<file path="src/rtl/mdu_pkg.sv">
// Shared encodings for the multiply/divide unit: op codes, FSM states and
// the small bundle of sign/override flags latched when an op is accepted.
package mdu_pkg;

    typedef enum logic [1:0] {
        MDU_MULT  = 2'b00,
        MDU_MULTU = 2'b01,
        MDU_DIV   = 2'b10,
        MDU_DIVU  = 2'b11
    } mdu_op_e;

    typedef enum logic [1:0] {
        S_IDLE = 2'b00,
        S_MUL  = 2'b01,
        S_DIV  = 2'b10,
        S_DONE = 2'b11
    } mdu_state_e;

    localparam int DIV_ITERS = 32;

    // Result fix-up flags for the divide path, captured with the operands.
    typedef struct packed {
        logic q_neg;
        logic r_neg;
        logic div0;
    } mdu_ctx_t;

endpackage

</file>
<file path="src/rtl/div_radix2.sv">
// Iterative restoring divider on unsigned magnitudes: load, then one
// quotient bit per step. q_nxt/r_nxt are the values after the current step.
module div_radix2 import mdu_pkg::*; #(
    parameter int W = DIV_ITERS
) (
    input  logic         clk,
    input  logic         rst,
    input  logic         load,
    input  logic         step,
    input  logic [W-1:0] dividend,
    input  logic [W-1:0] divisor,
    output logic [W-1:0] q_nxt,
    output logic [W-1:0] r_nxt,
    output logic         last
);

    localparam int CW = (W > 1) ? $clog2(W) : 1;

    logic [W-1:0]  q, r, d;
    logic [CW-1:0] cnt;
    logic [W:0]    r_sh, diff;

    // q doubles as the dividend shift register; its MSB feeds the remainder.
    always_comb begin
        r_sh  = {r, q[W-1]};
        diff  = r_sh - {1'b0, d};
        q_nxt = {q[W-2:0], ~diff[W]};
        r_nxt = diff[W] ? r_sh[W-1:0] : diff[W-1:0];
    end

    assign last = (cnt == CW'(W - 1));

    always_ff @(posedge clk) begin
        if (rst) begin
            q   <= '0;
            r   <= '0;
            d   <= '0;
            cnt <= '0;
        end else if (load) begin
            q   <= dividend;
            r   <= '0;
            d   <= divisor;
            cnt <= '0;
        end else if (step) begin
            q   <= q_nxt;
            r   <= r_nxt;
            cnt <= cnt + 1'b1;
        end
    end

endmodule

</file>
<file path="src/rtl/mul_div_unit.sv">
// Execute-stage MULT/MULTU/DIV/DIVU unit. Multi-cycle, drives the hi/lo
// write port and holds busy for the hazard unit until the result is written.
module mul_div_unit import mdu_pkg::*; #(
    parameter int DATA_W  = 32,
    parameter int MUL_LAT = 2
) (
    input  logic              clk,
    input  logic              rst,
    input  logic              start,
    input  logic [1:0]        op,
    input  logic [DATA_W-1:0] src_a,
    input  logic [DATA_W-1:0] src_b,
    input  logic              cancel,
    output logic              busy,
    output logic              hilo_we,
    output logic [DATA_W-1:0] hi_o,
    output logic [DATA_W-1:0] lo_o
);

    localparam int CNT_W = (MUL_LAT > 1) ? $clog2(MUL_LAT + 1) : 1;

    mdu_state_e          state;
    mdu_ctx_t            ctx;
    logic [DATA_W-1:0]   a_raw;
    logic [CNT_W-1:0]    mul_cnt;
    logic [2*DATA_W-1:0] prod_q;

    logic                is_signed, a_neg, b_neg, accept, div_load, div_last;
    logic [DATA_W-1:0]   a_mag, b_mag, div_q, div_r, q_fix, r_fix;
    logic [2*DATA_W-1:0] prod_mag, prod_now;

    // Both signed and unsigned ops run on magnitudes; signs are restored after.
    always_comb begin
        is_signed = (op == MDU_MULT) || (op == MDU_DIV);
        a_neg     = is_signed & src_a[DATA_W-1];
        b_neg     = is_signed & src_b[DATA_W-1];
        a_mag     = a_neg ? -src_a : src_a;
        b_mag     = b_neg ? -src_b : src_b;
        prod_mag  = {{DATA_W{1'b0}}, a_mag} * {{DATA_W{1'b0}}, b_mag};
        prod_now  = (a_neg ^ b_neg) ? -prod_mag : prod_mag;
        accept    = (state == S_IDLE) && start && !cancel;
        div_load  = accept && op[1];
    end

    div_radix2 #(.W(DATA_W)) u_div (
        .clk      (clk),
        .rst      (rst),
        .load     (div_load),
        .step     (state == S_DIV),
        .dividend (a_mag),
        .divisor  (b_mag),
        .q_nxt    (div_q),
        .r_nxt    (div_r),
        .last     (div_last)
    );

    always_comb begin
        q_fix = ctx.q_neg ? -div_q : div_q;
        r_fix = ctx.r_neg ? -div_r : div_r;
        if (ctx.div0) begin
            q_fix = '1;
            r_fix = a_raw;
        end
    end

    always_ff @(posedge clk) begin
        if (rst) begin
            state   <= S_IDLE;
            ctx     <= '0;
            a_raw   <= '0;
            mul_cnt <= '0;
            prod_q  <= '0;
            hi_o    <= '0;
            lo_o    <= '0;
        end else begin
            case (state)
                S_IDLE: begin
                    if (accept) begin
                        ctx.q_neg <= a_neg ^ b_neg;
                        ctx.r_neg <= a_neg;
                        ctx.div0  <= (src_b == '0);
                        a_raw     <= src_a;
                        mul_cnt   <= '0;
                        prod_q    <= prod_now;
                        if (op[1]) begin
                            state <= S_DIV;
                        end else if (MUL_LAT == 1) begin
                            state         <= S_DONE;
                            {hi_o, lo_o}  <= prod_now;
                        end else begin
                            state <= S_MUL;
                        end
                    end
                end
                S_MUL: begin
                    if (cancel) begin
                        state <= S_IDLE;
                    end else if (mul_cnt == CNT_W'(MUL_LAT - 2)) begin
                        state        <= S_DONE;
                        {hi_o, lo_o} <= prod_q;
                    end else begin
                        mul_cnt <= mul_cnt + 1'b1;
                    end
                end
                S_DIV: begin
                    if (cancel) begin
                        state <= S_IDLE;
                    end else if (div_last) begin
                        state <= S_DONE;
                        hi_o  <= r_fix;
                        lo_o  <= q_fix;
                    end
                end
                default: state <= S_IDLE;
            endcase
        end
    end

    assign busy    = (state != S_IDLE);
    // A flush or reset landing on the write cycle must not commit hi/lo.
    assign hilo_we = (state == S_DONE) && !cancel && !rst;

endmodule

</file>
<file path="config.mk">
export PLATFORM = sky130hd
export DESIGN_NAME = mul_div_unit
export DESIGN_NICKNAME = d
export VERILOG_FILES = /design/src/rtl/mdu_pkg.sv /design/src/rtl/div_radix2.sv /design/src/rtl/mul_div_unit.sv
export SDC_FILE = /design/constraint.sdc
export NUM_CORES = 2
export LEC_CHECK = 0
export BUFFER_PORTS_ARGS = -buffer_cell sky130_fd_sc_hd__clkbuf_2
export CAP_MARGIN = 10
export CORE_ASPECT_RATIO = 0.5
export CORE_MARGIN = 1.5
export CORE_UTILIZATION = 65
export CTS_CLUSTER_DIAMETER = 150
export DETAILED_ROUTE_END_ITERATION = 12
export MAX_ROUTING_LAYER = met4
export PLACE_DENSITY_LB_ADDON = 0.3
export SLEW_MARGIN = 15
export SYNTH_ARGS = -nofsm -noshare
export SYNTH_HDL_FRONTEND = slang
export SYNTH_SLANG_ARGS = --single-unit
</file>
<file path="constraint.sdc">
create_clock -name clk -period 18 [get_ports clk]
set_clock_uncertainty 0.15 [all_clocks]
set_input_delay 0.9 -clock clk [delete_from_list [all_inputs] [get_ports clk]]
set_output_delay 0.9 -clock clk [all_outputs]
set_load 0.02 [all_outputs]
</file>
==> reports/results.ini <==
[finish]
layout_cells_sized_above_1_pct=7.33
final_common_cell=inv_1
final_cell_mix=inv_1 (951), fa_1 (897), nor2_1 (851)
final_net_count=7320
final_area_mm2=0.0538
layout-area-overhead-vs-synth_pct=6.29

[worst_hold_path]
min_path_type=reg2reg
hp-start=a_raw[27]$_SDFFE_PP0P_

[yosys]
async_flop_share_pct=0
synth-main-ff-cell=dfxtp_1
synth_fp_nets=7398
post_synth_instance_area_mm2=0.0506
count_of_yosys_warnings_during_synthesis=0
ys_types=105
synth_cells=6123
synth_seq_area_share_pct=10.6
synth_edf_count=0
post-synth-top-area-fraction_pct=35.5
synthesis.area_per_instance_um2=8.27
synth_seq_cells=268
synth.largest_area_cell=fa_1
netlist_top_cells_area=fa_1 (35%), dfxtp_1 (11%), ha_1 (7.6%), inv_1 (7.0%), nor2_1 (6.3%)

[critical_path]
worst_path_most_repeated_cell=fa_1
crit_path_max_fanout=23
critPathKind=in2reg
cp.required_ps=18350
critical_path.startpoint_type=primary input
critPathArrivalTime_ps=13820
worstSetupEndpointType=register
critical_path.reg2reg.startpoint=u_div.d[19]$_SDFFE_PP0P_
worst_path_largest_cell_delay_ps=770
critical_path.slowest_cell=inv_1
crit_path_start=src_a[0]

[timing]
period_minus_slack_ps=13470
setup_slack_ps=4530
worst_slew_pin_slew_ps=1280
setup-tns-final_ps=0
max_slew_margin_pct=14.6
unrepaired_setup_endpoints_after_global_routing=false
finalMaxSlewViolations=0
max_freq_ghz=0.0743
setup_viol=0
finalCritPeriodShare_pct=74.8
report.final.hold_viol_count=0

[route]
avgRoutedWirePerCell_um=27.5
drc=0
drtPass1Iterations=9
drt-total-wl_um=196000
detail-route-antenna-nets=0
post_drt_via_cell_ratio=6.55
via_count=46700
drt_iter0_markers=6763

[clock_network]
clkSlewWorstSetupHoldPaths_ps=60
count_of_buffers_added_by_post_cts_timing_repair_for_setup=0
root_buffer=clkbuf_16
htreeDepth=1
clk-insertion-delay-late_ps=590
cts_tree=done
cts_made_buffers=29
clock_path_buffers=3
post_cts_resize_count=0
post_cts_hold_buffer_count=0
clock_sink_count=268

[floorplan]
top_level_ports=136
die_height_um=200
num_rows=72
chipWidth_um=398
core_mm2=0.0772
effective_utilization_at_floorplan_pct=65.6
dieArea_mm2=0.0797

[global_routing]
global_route.usage.total_pct=51.1
vias_in_the_first_global_route=47400
grt.overflow.total=0
global_route_wire_length_before_repair_um=293000
grt_start_max_net_pins=84
number_of_antenna_violations_at_the_first_check_in_global_routing=25

[place]
dpl_ws_ps=4360
gp_congestion=1.07
dp_hpwl_um=153000
dpl-instance-area_mm2=0.0527
placement.io_buffers=135

[flow_run]
drv_cap=0

[outcome]
run_status=finished clean

-- layout make-up --
cell class,count,area [um^2]
Fill cell,6120,23400
Timing Repair Buffer,255,1580
Inverter,953,3580
Antenna cell,27,67.6
Sequential cell,268,5370
Clock inverter,13,166
Multi-Input combinational cell,4538,40900
Tap cell,1036,1300
Clock buffer,41,851
-- cells in the mapped netlist (9+ instances only) --
| master | count |
|---|---|
| dfxtp_1 | 268 |
| a22oi_1 | 11 |
| o31ai_1 | 35 |
| buf_1 | 16 |
| a21oi_1 | 279 |
| buf_2 | 34 |
| o21a_1 | 20 |
| fa_1 | 897 |
| o211a_1 | 11 |
| a211o_1 | 13 |
| nand3_1 | 41 |
| ha_1 | 308 |
| or3_1 | 30 |
| clkbuf_1 | 309 |
| a211oi_1 | 143 |
| o21bai_1 | 15 |
| nand4_1 | 50 |
| nand2_1 | 763 |
| xor2_1 | 110 |
| or2_2 | 17 |
| nor4_1 | 21 |
| nor2b_1 | 19 |
| o21ai_0 | 123 |
| xnor2_1 | 178 |
| o211ai_1 | 40 |
| and2_1 | 27 |
| o41ai_1 | 10 |
| nand2b_1 | 31 |
| a311oi_1 | 9 |
| mux2i_1 | 77 |
| a31oi_1 | 27 |
| a21o_1 | 45 |
| inv_1 | 951 |
| nor3b_1 | 14 |
| nor2_1 | 852 |
| and4_1 | 11 |
| nor3_1 | 59 |
| o21ai_1 | 16 |
| or4_1 | 18 |
| o221ai_1 | 38 |
| and3_1 | 26 |
-- state kept, by name, summed over array words and instances (netlist names) --
register and cells:
prod_q 64, a_raw 32, hi_o 32, lo_o 32
u_div.d 32, u_div.q 32, u_div.r 32, u_div.cnt 5
ctx 3, mul_cnt 2, state 2
-- critical path: cells and delay by family --
kind	cells	cell delay [ps]
XOR/XNOR	2	330
buffers and inverters	8	1720
adder cells (fa/ha/maj)	10	4710
AND/OR/NAND/NOR	10	3620
AO/OA/AOI/OAI	8	2500
-- per-stage QoR --
step / instances / hold slack (ps) / util, %
finish: 7131 / 302 / 69.7
global route: 7127 / 322 / 69.7
CTS: 7104 / 303 / 69.6
detailed placement: 7050 / 294 / 68.3
global placement: 7050 / 289 / 68.3
floorplan: 6123 / 267 / -
-- path summary, 6_finish.rpt --
check / end / slack [ps] / cells after the start
worst max register to register: hi_o[28]$_SDFFE_PP0P_ / 11680 / 20
worst min register to register: a_raw[27]$_SDFFE_PP0P_ / 300 / 2
worst max-delay path: prod_q[51]$_SDFFE_PP0P_ / 4530 / 38
worst min-delay path: a_raw[27]$_SDFFE_PP0P_ / 300 / 2
-- kinds of logic (layout without fill, tap and decap cells) --
group	count (synthesis)	in the layout	synth area share (%)
AO/OA/AOI/OAI	937	937	12.5
XOR/XNOR	288	288	4.98
adder cells (fa/ha/maj)	1205	1205	43.1
buffers and inverters	1317	1262	9.89
flip-flops	268	268	10.6
multiplexers	85	85	1.73
other	0	27	0
AND/OR/NAND/NOR	2023	2023	17.2
-- per-layer routing --
metal	track usage, %	up-vias	wire [um]
met1	65.8	22800	71900
li1	-	19400	-
met2	68.1	3745	77800
met3	21.0	801	34000
met4	27.4	0	12300
met5	-	-	0
Power is left out: the tool's default activity adds up to more than one toggle a clock period on the data nets, which glitch-free logic cannot reach.
